--- config.mk ---
export PLATFORM = sky130hd
export DESIGN_NAME = reg_file_dump
export DESIGN_NICKNAME = d
export VERILOG_FILES = /design/src/rtl/reg_file_dump.sv
export SDC_FILE = /design/constraint.sdc
export NUM_CORES = 1
export LEC_CHECK = 0
export ABC_AREA = 1
export BUFFER_PORTS_ARGS = -buffer_cell sky130_fd_sc_hd__buf_4
export CAP_MARGIN = 20
export CORE_MARGIN = 5
export CORE_UTILIZATION = 45
export DETAILED_ROUTE_END_ITERATION = 16
export PLACE_DENSITY = 0.66
export SYNTH_ARGS = -nofsm -noshare
export SYNTH_HDL_FRONTEND = slang
export SYNTH_SLANG_ARGS = --single-unit
export TNS_END_PERCENT = 20
--- constraint.sdc ---
create_clock -name CLK -period 2.4 [get_ports CLK]
set_input_delay 0.12 -clock CLK [delete_from_list [all_inputs] [get_ports CLK]]
set_output_delay 0.12 -clock CLK [all_outputs]
set_load 0.02 [all_outputs]
--- src/rtl/reg_file_dump.sv ---
// reg_file_dump
//   2^ADDR_WIDTH x DATA_WIDTH register file for the ALU: two combinational
//   read ports (OUT1/OUT2 -> DATA1/DATA2) and one synchronous write port
//   (IN <- ALU RESULT). A debug port snapshots every register into a shadow
//   buffer on DUMP_REQ and streams the copy out over a valid/ready handshake,
//   so live writes during the dump never disturb the streamed image.
//   Optional build macro: REGFILE_BYPASS_EN -- when defined, a write to the
//   address being read is forwarded combinationally to that read port in the
//   same cycle. The dump logic is identical in both builds.
module reg_file_dump #(
   parameter int DATA_WIDTH = 8,
   parameter int ADDR_WIDTH = 3
) (
   input  logic                  CLK,
   input  logic                  RESET,
   input  logic [DATA_WIDTH-1:0] IN,
   input  logic [ADDR_WIDTH-1:0] INADDRESS,
   input  logic                  WRITE,
   input  logic [ADDR_WIDTH-1:0] OUT1ADDRESS,
   input  logic [ADDR_WIDTH-1:0] OUT2ADDRESS,
   output logic [DATA_WIDTH-1:0] OUT1,
   output logic [DATA_WIDTH-1:0] OUT2,
   input  logic                  DUMP_REQ,
   input  logic                  DUMP_READY,
   output logic                  DUMP_VALID,
   output logic [DATA_WIDTH-1:0] DUMP_DATA,
   output logic [ADDR_WIDTH-1:0] DUMP_ADDR,
   output logic                  DUMP_BUSY,
   output logic                  DUMP_DONE
);

   localparam int NUM_REGS = 1 << ADDR_WIDTH;
   localparam logic [ADDR_WIDTH-1:0] LAST_IDX = ADDR_WIDTH'(NUM_REGS - 1);

   typedef enum logic [1:0] {
      ST_IDLE   = 2'd0,
      ST_STREAM = 2'd1,
      ST_DONE   = 2'd2
   } state_t;

   state_t                r_state;
   state_t                w_state_nxt;

   logic [DATA_WIDTH-1:0] r_regs   [NUM_REGS];
   logic [DATA_WIDTH-1:0] r_shadow [NUM_REGS];
   logic [ADDR_WIDTH-1:0] r_ptr;

   logic                  w_snap;
   logic                  w_xfer;
   logic                  w_last;
   logic [DATA_WIDTH-1:0] w_rd1;
   logic [DATA_WIDTH-1:0] w_rd2;

   // Snapshot is taken only from IDLE; a transfer only happens while streaming.
   assign w_snap = (r_state == ST_IDLE) && DUMP_REQ;
   assign w_xfer = (r_state == ST_STREAM) && DUMP_READY;
   assign w_last = (r_ptr == LAST_IDX);

   // Live register array: async clear, single synchronous write port
   always_ff @(posedge CLK or negedge RESET) begin
      if (!RESET) begin
         for (int i = 0; i < NUM_REGS; i++) begin
            r_regs[i] <= '0;
         end
      end else if (WRITE) begin
         r_regs[INADDRESS] <= IN;
      end
   end

   // Shadow buffer: whole-file copy of the pre-write register values
   always_ff @(posedge CLK or negedge RESET) begin
      if (!RESET) begin
         for (int i = 0; i < NUM_REGS; i++) begin
            r_shadow[i] <= '0;
         end
      end else if (w_snap) begin
         for (int i = 0; i < NUM_REGS; i++) begin
            r_shadow[i] <= r_regs[i];
         end
      end
   end

   // Stream pointer: restarts on snapshot, advances per accepted beat, and
   // wraps naturally to 0 after the last index
   always_ff @(posedge CLK or negedge RESET) begin
      if (!RESET) begin
         r_ptr <= '0;
      end else if (w_snap) begin
         r_ptr <= '0;
      end else if (w_xfer) begin
         r_ptr <= r_ptr + 1'b1;
      end
   end

   // Dump FSM state register
   always_ff @(posedge CLK or negedge RESET) begin
      if (!RESET) begin
         r_state <= ST_IDLE;
      end else begin
         r_state <= w_state_nxt;
      end
   end

   // Dump FSM next-state logic; REQ is only looked at in IDLE
   always_comb begin
      w_state_nxt = r_state;
      case (r_state)
         ST_IDLE: begin
            if (DUMP_REQ) begin
               w_state_nxt = ST_STREAM;
            end
         end
         ST_STREAM: begin
            if (DUMP_READY && w_last) begin
               w_state_nxt = ST_DONE;
            end
         end
         ST_DONE: begin
            w_state_nxt = ST_IDLE;
         end
         default: begin
            w_state_nxt = ST_IDLE;
         end
      endcase
   end

   // Dump FSM outputs; data/addr come straight from the shadow so they stay
   // stable while READY is low
   always_comb begin
      DUMP_VALID = 1'b0;
      DUMP_BUSY  = 1'b0;
      DUMP_DONE  = 1'b0;
      DUMP_DATA  = '0;
      DUMP_ADDR  = '0;
      case (r_state)
         ST_STREAM: begin
            DUMP_VALID = 1'b1;
            DUMP_BUSY  = 1'b1;
            DUMP_DATA  = r_shadow[r_ptr];
            DUMP_ADDR  = r_ptr;
         end
         ST_DONE: begin
            DUMP_BUSY  = 1'b1;
            DUMP_DONE  = 1'b1;
         end
         default: begin
            DUMP_VALID = 1'b0;
         end
      endcase
   end

   // Read port 1: stored value, optionally forwarded from the write port
   always_comb begin
      w_rd1 = r_regs[OUT1ADDRESS];
`ifdef REGFILE_BYPASS_EN
      if (WRITE && (OUT1ADDRESS == INADDRESS)) begin
         w_rd1 = IN;
      end
`else
      w_rd1 = r_regs[OUT1ADDRESS];
`endif
   end

   // Read port 2: stored value, optionally forwarded from the write port
   always_comb begin
      w_rd2 = r_regs[OUT2ADDRESS];
`ifdef REGFILE_BYPASS_EN
      if (WRITE && (OUT2ADDRESS == INADDRESS)) begin
         w_rd2 = IN;
      end
`else
      w_rd2 = r_regs[OUT2ADDRESS];
`endif
   end

   assign OUT1 = w_rd1;
   assign OUT2 = w_rd2;

endmodule

# --- Word level (Yosys, flattened, before mapping) ---
# Index checks and enable logic that the tools add are counted.
op_classes:
  addsub: 1
  order_cmp: 5
  eq_ne: 5
  n_mux: 22
  bitwise_logic: 4
  reduce_logical: 8
op_table:
  columns: ["cell", "n"]
  rows:
  - ["binary-select mux 8 bit (select 3 bit)", 3]
  - ["bitwise mux 64 bit", 1]
  - ["2-to-1 mux 8 bit", 8]
  - ["demux 8 bit (select 3 bit)", 1]
  - [">= comparator 4 bit (second input constant)", 4]
  - ["NOT 3 -> 4 bit", 4]
  - ["2-to-1 mux 3 bit", 3]
  - ["logical AND 1 bit", 4]
  - ["less-than comparator 4 x 1 -> 1 bit (second input constant)", 1]
  - ["2-to-1 mux 2 bit", 2]
  - ["one-hot mux 2 bit (2 select lines)", 1]
  - ["adder 3 x 1 -> 3 bit (second input constant)", 1]
  - ["== test 3 bit (second input constant)", 1]
  - ["2-to-1 mux 1 bit", 3]
  - ["== test 2 x 1 -> 1 bit (second input constant)", 1]
  - ["== test 2 bit (second input constant)", 1]
  - ["logical NOT 2 bit", 1]
  - ["!= test 2 x 1 -> 1 bit (second input constant)", 1]
  - ["!= test 2 bit (second input constant)", 1]
  - ["AND reduction 2 bit", 1]
  - ["nonzero test 2 bit", 1]
  - ["OR reduction 2 bit", 1]
totals:
  register_bits: 133
  in_bits: 22
  output_inout_bits: 30
  word_cells: 63

# --- Logic depth before layout (Yosys ltp) ---
# Gate-level depths: netlist of the first run.
depth:
  depth_word: 6
  mapped_depth: 8
  depth_no_buf: 7

# --- Worst setup path before layout of the first run ---
# No wires, ideal clock.
synth_timing:
  kind: "register to output"
  from: "reg r_state[1]"
  to: "out DUMP_DATA[0]"
  arrival_time_ns: 1.449
  required_ns: 2.280
  slack_ns: 0.831
  stages_incl_launch_ff: 7
  n_path_buf: 0
  cell_sequence: "dfrtp_1 > inv_1 > ha_1 > inv_1 > nor2_1 > nand2_1 > nand2_1"
synth_via:
  elab_chain_cells: 2
synth_rtl:
  columns: ["item", "line_no", "rtl"]
  rows:
  - ["start, declared", "41", "state_t r_state;"]
  - ["start signal, assigned", "100", "r_state <= w_state_nxt;"]
  - ["== test 2 x 1 -> 1 bit", "135", "case (r_state)"]
  - ["2-to-1 mux 8 bit", "135", null]
  - ["end, declared", "26", "output logic [DATA_WIDTH-1:0] DUMP_DATA,"]
# No other way between the ends.

# --- Worst setup path after layout of the first run ---
# Ends and elaborated chain as after synthesis.

==> flow_metrics.tcl, run 1 <==
set metrics [dict create \
    wirelength_um 21800 \
    crit_fanout 8 \
    coreArea_sq_um 15800 \
    syn_to_final_growth_pct 17.9 \
    worstPathArrival_ns 2.08 \
    drc_errors 0 \
    use_met1_pct 36.2 \
    use_met2_pct 36.2 \
    grt_pass1_wl_um 34200 \
    r2r_end "r_ptr[1]" \
    dp_hpwl_um 15200 \
    die_x_um 136 \
    cellLeakagePower_uw 0.00467 \
    ys_seq_area_share_pct 46.3 \
    via_count 6729 \
    antenna_cells 0 \
    syn_avg_cell_area_sq_um 6.87 \
    ant_nets 0 \
    max_freq_ghz 0.454 \
    fin_tns_setup_ns 0 \
    postCtsSetupBuffers 0 \
    status "finished, final reports clean" \
    die_h_um 136 \
    fin_crit_ns 2.20 \
    rows 46 \
    startpoint_type "flop" \
    start_util_pct 45.6 \
    cpMaxStageDelayCell "nor2_1" \
    ir_drop_uv 624 \
    nets 1111 \
    worstMarginPinSlew_ns 0.604 \
    grt_use_total_pct 24.5 \
    initialDrtViolationCount 841 \
    slew_viol_final 0 \
    clkLatencyLatePin_ns 0.43 \
    place_inst 1271 \
    slowest_delay_ns 0.43 \
    synth.distinct_cells 17 \
    worstRegToRegCells 6 \
    hold-path-endpoint "r_ptr[2]" \
    whs_path_depth 4 \
    min_path_type "primary input to flop" \
    port_buffers 51 \
    gr-total-overflow 0 \
    clockBufferDepth 2 \
    grt_pass1_vias 6260 \
    p_per_area_nw_per_um2 1190 \
    crit_required_ns 2.28 \
    ys.warnings.count 0 \
    fin_cells 1311 \
    r2r_slack_ns 0.83 \
    fin_crit_sh_pct 91.8 \
    ios 52 \
    busiest_layer "met1" \
    viasPerCell 5.13 \
    drv_cap 0 \
    critPathCaptureType "output port" \
    synth_area_sq_um 7190 \
    htreeDepth 4 \
    syn_nets 1075 \
    die_area_sq_um 18600 \
    drive_above_1_share_pct 8.68 \
    clk_pin_slew_ns 0.05 \
    grt_max_degree 54 \
    cts_buffers 17 \
    netlist_instances 1047 \
    ys_seq_elements 133 \
    fin_skew_ns 0.00652 \
    gr-usage-met3_pct 5.37 \
    reg2reg_from "r_state[0]" \
    rsz0062_at_grt "false" \
    hold_viol 0 \
    design_area_sq_um 8480 \
    setup_viol 0 \
    wl_per_cell_um 16.6 \
    cts_root_buf "clkbuf_16" \
    cp.depth 7 \
    holdWs_ns 0.0198 \
    slew_headroom_pct 59.6 \
    hold_start "DUMP_READY" \
    gp_congestion 0.862 \
    cp_num_buf_inv 3 \
    cts_tree "yes" \
    critical_path_class "flop to output port" \
    placed_cell_area_sq_um 7710 \
    numClockSinks 133 \
    crit_chain "inv_1 -> ha_1 -> inv_1 -> nor2_1 -> nand2_1 -> nand2_1 -> buf_4" \
    crit_family "simple AND/OR/NAND/NOR gates" \
    dr.pass1.iters 6 \
    antenna_found_initial 0 \
]
## cells by family after synthesis
logic type,after synthesis,share of synthesized area [%]
and+or+nand+nor,567,31.5
buffers and inverters,209,12.0
DFF,133,46.3
AOI/OAI and AO/OA,132,9.18
adders and majority gates,6,1.04
## flip-flops by register name (all words and copies together) (netlist names)
register,flops
r_state,2
r_ptr,3
r_shadow,64
r_regs,64
## cell usage after synthesis
cell      number  area [sq um]
nor3_4         1          16.3
nand2_1      459          1720
buf_4          2          15.0
a21oi_1        1          5.00
dfrtp_1      133          3330
nand3_1      101           505
inv_1        152           571
buf_1          3          11.3
inv_2          1          3.75
o21ai_0      131           656
nor2_1         5          18.8
buf_6          4          45.0
ha_1           6          75.1
clkinv_1       2          7.51
nor2_2         1          6.26
buf_2         31           155
clkbuf_1      14          52.6
## cells in the final DEF, fill, tap and decap left out
cell type,netlist,final
buf_4,2,58
inv_2,1,1
nand3_1,101,101
clkbuf_16,0,17
ha_1,6,6
nor2_1,5,5
nor2_2,1,1
a21oi_1,1,1
o21ai_0,131,131
dlygate4sd3_1,0,9
nand2_1,459,458
clkbuf_1,14,2
dfrtp_1,133,133
buf_12,0,4
clkinv_2,0,3
inv_1,152,152
nor3_4,1,1
clkbuf_8,0,2
bufinv_16,0,7
nand2_4,0,1
clkinv_1,2,2
## timing repair
action | 4_1_cts | 5_1_grt
endpoints found under the hold margin | 49 | 0
gates resized for setup | 0 | 0
hold buffers | 9 | 0
## worst register-to-register path, stage by stage, from the launching register on
cell     delay [ns]
dfrtp_1        0.34
inv_1          0.08
ha_1           0.25
nand2_4        0.33
nand2_1        0.22
nand3_1        0.13
o21ai_0        0.09
## where the power goes
group	switching (uW)	internal [uW]	total (uW)
clock	961	2100	3060
combinational	2400	1200	3600
sequential	417	3010	3420
total	3770	6310	10100
## worst max-delay path by stage
stage                    start            to  slack (ns)
floorplan           r_state[1]  DUMP_DATA[0]        0.83
global placement    r_state[1]  DUMP_DATA[0]        0.65
detailed placement  r_state[1]  DUMP_DATA[0]        0.63
CTS                 r_state[1]  DUMP_DATA[0]        0.17
global route        r_state[1]  DUMP_DATA[6]        0.02
finish              r_state[1]  DUMP_DATA[0]        0.20
## metrics by stage
stage	worst slack, ns	util, %	total power (uW)
after floorplan	0.831	-	5800
after global placement	0.647	48.9	6940
after detailed placement	0.627	48.9	7000
after CTS	0.168	53.8	10100
after global routing	0.0210	53.8	10800
final	0.198	53.8	10100
## layout make-up
type,count,area (sq um)
Fill cell,1562,7290
Sequential cell,133,3330
Multi-Input combinational cell,705,3010
Timing Repair Buffer,71,606
Inverter,155,582
Clock buffer,21,460
Tap cell,216,270
Clock inverter,10,225
## routing by layer
metal,wire (um),vias to the layer above
met5,0,-
met4,287,0
met3,1720,21
met2,9700,281
met1,10100,3163
li1,-,3264
(Power assumes the default switching activity.)
==> run 2, diff against run 1 <==
==> constraint.sdc (replaced) <==
create_clock -name CLK -period 2.4 [get_ports CLK]
set_input_delay 0.12 -clock CLK [delete_from_list [all_inputs] [get_ports CLK]]
set_output_delay 0.12 -clock CLK [all_outputs]
set_load 0.01 [all_outputs]
==> run 2 against run 1 <==
  * Largest cell class unchanged
  * Hold slack about the same
  * Cell area decreased by 1.1%
  * Worst setup slack improved by 0.11 ns
  * Register-to-register slack got worse by 0.03 ns
  * Die area unchanged
  * Critical path type unchanged
==> flow_metrics.tcl, run 2 (same netlist as run 1, synthesis figures left out) <==
set metrics [dict create \
    die_x_um 136 \
    cts_tree "yes" \
    grt_max_degree 134 \
    drc_errors 0 \
    startpoint_type "flop" \
    drv_cap 0 \
    grt_pass1_wl_um 33400 \
    worstMarginPinSlew_ns 0.734 \
    critical_path_class "flop to output port" \
    cts_resized 0 \
    fin_skew_ns 0.00964 \
    cts_buffers 17 \
    grt_pass1_vias 6154 \
    cts_root_buf "clkbuf_16" \
    crit_required_ns 2.28 \
    crit_fanout 8 \
    syn_to_final_growth_pct 16.7 \
    rows 46 \
    critPathCaptureType "output port" \
    wirelength_um 21200 \
    clk_pin_slew_ns 0.05 \
    ios 52 \
    ir_drop_uv 498 \
    gp_congestion 0.866 \
    design_area_sq_um 8390 \
    dp_hpwl_um 14700 \
    via_count 6726 \
    clockBufferDepth 2 \
    cellLeakagePower_uw 0.00463 \
    status "finished, final reports clean" \
    dr.pass1.iters 6 \
    reg_top3 "r_regs x64, r_shadow x64, r_ptr x3" \
    seq_area_sq_um 3330 \
    fin_tns_setup_ns 0 \
    clkLatencyLatePin_ns 0.43 \
    grt_use_total_pct 23.6 \
    holdWs_ns 0.0198 \
    hold_viol 0 \
    gr-total-overflow 0 \
    power.total_uw 9580 \
    setup_viol 0 \
    fin_crit_sh_pct 87.2 \
    drive_above_1_share_pct 8.85 \
    slew_headroom_pct 51.1 \
    min_path_type "primary input to flop" \
    ant_nets 0 \
    nets 1111 \
    fill_cells 1600 \
    viasPerCell 5.13 \
    p_per_area_nw_per_um2 1140 \
    antenna_cells 0 \
    wl_per_cell_um 16.2 \
    numClockSinks 133 \
    multi_input_area_sq_um 3010 \
    most-common-layout-cells "458 x nand2_1, 152 x inv_1, 133 x dfrtp_1, 131 x o21ai_0, 101 x nand3_1" \
    start_util_pct 45.6 \
    fin_crit_ns 2.09 \
    max_freq_ghz 0.478 \
    worstPathArrival_ns 1.97 \
    rsz0062_at_grt "false" \
    slew_viol_final 0 \
    antenna_found_initial 0 \
    placed_cell_area_sq_um 7680 \
    utilization_pct 53.2 \
    port_buffers 51 \
    htreeDepth 4 \
    coreArea_sq_um 15800 \
    die_h_um 136 \
    initialDrtViolationCount 724 \
    layout_commonest_cell "nand2_1" \
    die_area_sq_um 18600 \
]
[run 2: final cells by class]
cell class,instances,area share [%]
Clock inverter,9,1.46
Tap cell,216,3.22
Multi-Input combinational cell,705,35.9
Clock buffer,23,5.93
Sequential cell,133,39.6
Inverter,155,6.93
Timing Repair Buffer,71,6.92
[run 2: metrics by stage]
stage	cells	setup WS, ns
2_1_floorplan	1047	0.973
3_3_place_gp	1271	0.696
3_5_place_dp	1271	0.755
4_1_cts	1312	0.288
5_1_grt	1312	0.136
6_report	1312	0.308
[run 2: path summary, 6_finish.rpt]
path,from,endpoint,slack [ns],depth (start not counted)
max,r_state[1],DUMP_DATA[5],0.31,7
min,DUMP_READY,r_ptr[2],0.02,4
max reg2reg,r_state[0],r_shadow[54],0.80,6
min reg2reg,r_shadow[43],r_shadow[43],0.48,2
max in group asynchronous,RESET,r_shadow[57],1.50,3
min in group asynchronous,RESET,r_regs[19],0.34,3
[run 2: routing by layer]
metal,up-vias,part of all wire [%],GRT usage [%]
li1,3273,-,-
met1,3163,48,36.3
met2,255,43,33.8
met3,35,7.5,3.59
met4,0,2.2,7.95
met5,-,0,0
[run 2: power breakdown]
| group | total, uW | internal, uW | switching (uW) |
|---|---|---|---|
| clock | 2730 | 1760 | 964 |
| sequential | 3430 | 3010 | 421 |
| combinational | 3420 | 1190 | 2230 |
[run 2: worst max-delay path, cell delays in order (launching register included)]
cell and delay (ns):
dfrtp_1 0.39, inv_1 0.11, ha_1 0.30, inv_1 0.09
nor2_1 0.37, nand2_1 0.12, nand2_1 0.07, buf_4 0.11
[run 2: what timing repair did]
action                     CTS  global route
hold buffers                 9             0
hold endpoints to repair   141             0
setup endpoints to repair    0             0
setup buffers                0             0
==> run 3, diff against run 2 <==
--- a/config.mk
+++ b/config.mk
@@ -8,10 +8,12 @@
 export ABC_AREA = 1
 export BUFFER_PORTS_ARGS = -buffer_cell sky130_fd_sc_hd__buf_4
 export CAP_MARGIN = 20
+export CELL_PAD_IN_SITES_DETAIL_PLACEMENT = 1
+export CELL_PAD_IN_SITES_GLOBAL_PLACEMENT = 1
 export CORE_MARGIN = 5
 export CORE_UTILIZATION = 45
 export DETAILED_ROUTE_END_ITERATION = 16
-export PLACE_DENSITY = 0.66
+export PLACE_DENSITY = 0.86
 export SYNTH_ARGS = -nofsm -noshare
 export SYNTH_HDL_FRONTEND = slang
 export SYNTH_SLANG_ARGS = --single-unit
==> run 3 against run 2 <==
  * Clock-buffer cell count rose by 6
  * Highest routed layer unchanged
  * Largest power group is now combinational cells
  * Cell area fell by 0.39%
  * Global-route usage rose by 3.5 points
==> flow_metrics.tcl, run 3 (same netlist as run 1, synthesis figures left out) <==
set metrics [dict create \
    status "finished, final reports clean" \
    grt_max_degree 57 \
    utilization_pct 53.0 \
    fin_tns_setup_ns 0 \
    fin_skew_ns 0.00432 \
    fill_cells 2084 \
    drv_cap 0 \
    die_h_um 136 \
    clk_pin_slew_ns 0.05 \
    p_clk_share_pct 26.5 \
    power.switching_uw 3670 \
    nets 1114 \
    viasPerCell 5.26 \
    ant_nets 0 \
    antenna_found_initial 1 \
    critical_path_class "flop to output port" \
    cts_buffers 17 \
    hold_viol 0 \
    r2r_slack_ns 0.77 \
    gr-total-overflow 0 \
    wirelength_um 23600 \
    cellLeakagePower_uw 0.00461 \
    pwr-share-comb_pct 37.1 \
    cts_root_buf "clkbuf_16" \
    most-common-layout-cells "458 x nand2_1, 152 x inv_1, 133 x dfrtp_1, 131 x o21ai_0, 101 x nand3_1" \
    rows 46 \
    syn_to_final_growth_pct 16.2 \
    reg_top3 "r_regs x64, r_shadow x64, r_ptr x3" \
    fin_crit_ns 2.10 \
    htreeDepth 4 \
    crit_fanout 34 \
    crit_required_ns 2.28 \
    clkLatencyLatePin_ns 0.42 \
    postCtsSetupBuffers 0 \
    die_x_um 136 \
    port_buffers 51 \
    worstMarginPinSlew_ns 0.760 \
    start_util_pct 45.6 \
    numClockSinks 133 \
    cts_tree "yes" \
    wl_per_cell_um 17.9 \
    max_freq_ghz 0.477 \
    clockBufferDepth 2 \
    gp_congestion 0.868 \
    startpoint_type "flop" \
    power_frac_seq_pct 36.4 \
    ios 52 \
    p_per_area_nw_per_um2 1130 \
    slew_headroom_pct 49.3 \
    power.total_uw 9430 \
    layout_commonest_cell "nand2_1" \
    initialDrtViolationCount 537 \
    worstPathArrival_ns 1.98 \
    rsz0062_at_grt "false" \
    drive_above_1_share_pct 8.64 \
    dr.pass1.iters 7 \
    slew_viol_final 0 \
    dp_hpwl_um 16200 \
    grt_pass1_vias 6998 \
    drc_errors 0 \
    ir_drop_uv 511 \
    power.internal_uw 5760 \
    coreArea_sq_um 15800 \
    min_path_type "primary input to flop" \
    grt_pass1_wl_um 38300 \
    via_count 6918 \
    fin_crit_sh_pct 87.4 \
    setup_viol 0 \
    swShare_pct 38.9 \
    critPathCaptureType "output port" \
    die_area_sq_um 18600 \
    grt_use_total_pct 27.1 \
]
==> run 3: cell types whose count changed in the layout (fill, tap and decap cells not counted), sizes merged <==
cell | previous run | this run
bufinv | 3 | 1
buf | 62 | 65
clkbuf | 23 | 29
clkinv | 7 | 4
clkinvlp | 1 | 0
diode | 0 | 1
==> run 3: critical path, cell delays in order (launching register included) <==
cell and delay [ns]:
dfrtp_1 0.39, inv_2 0.45, nand2_1 0.19, nand3_1 0.13, nand2_1 0.08, nand2_1 0.06, nand2_1 0.09, buf_4 0.15
==> run 3: metal layers <==
layer  share of wire [%]  vias to the layer above  GRT usage (%)
li1                    -                     3278              -
met1                  47                     3405           39.0
met2                  46                      202           41.9
met3                 5.5                       33           4.63
met4                 1.9                        0           8.57
met5                   0                        -              0
==> run 3: stage by stage <==
stage                     hold WS, ns  setup slack (ns)  cells  instance area (sq um)
after floorplan                -0.176             0.973   1047                   7190
after global placement          0.180             0.597   1274                   7710
after detailed placement        0.190             0.566   1274                   7710
after CTS                      0.0173             0.103   1315                   8360
after global routing           0.0778             0.140   1316                   8360
final                          0.0251             0.303   1316                   8360
==> run 3: power groups by stage <==
stage | combinational (uW) | clock (uW) | sequential (uW)
6_report | 3500 | 2500 | 3430
5_1_grt | 4000 | 2610 | 3520
4_1_cts | 3520 | 2530 | 3420
3_5_place_dp | 3430 | 0 | 3440
3_3_place_gp | 3320 | 0 | 3400
2_1_floorplan | 2340 | 0 | 3330
==> run 3: final timing paths <==
| path | start | end | cells past startpoint |
|---|---|---|---|
| max | r_ptr[0] | DUMP_DATA[4] | 7 |
| min | DUMP_READY | r_ptr[2] | 4 |
| max reg2reg | r_state[0] | r_shadow[9] | 6 |
| min reg2reg | r_shadow[63] | r_shadow[63] | 2 |
| max in group asynchronous | RESET | r_shadow[8] | 3 |
| min in group asynchronous | RESET | r_regs[12] | 2 |
==> run 3: layout make-up <==
type                       count  area (sq um)  share of cell area (%)
sequential                   133          3330                    39.8
clock inverter                 3          40.0                   0.479
multi-input combinational    705          3020                    36.1
tap                          216           270                    3.23
inverter                     155           582                    6.96
antenna                        1          2.50                  0.0299
clock buffer                  29           520                    6.22
timing repair buffer          74           603                    7.21
==> run 3: what timing repair did <==
| action | in CTS | in global routing |
|---|---|---|
| endpoints found under the hold margin | 52 | 0 |
| hold buffers | 9 | 0 |
| gates resized for setup | 0 | 1 |
| endpoints found under the setup margin | 0 | 8 |
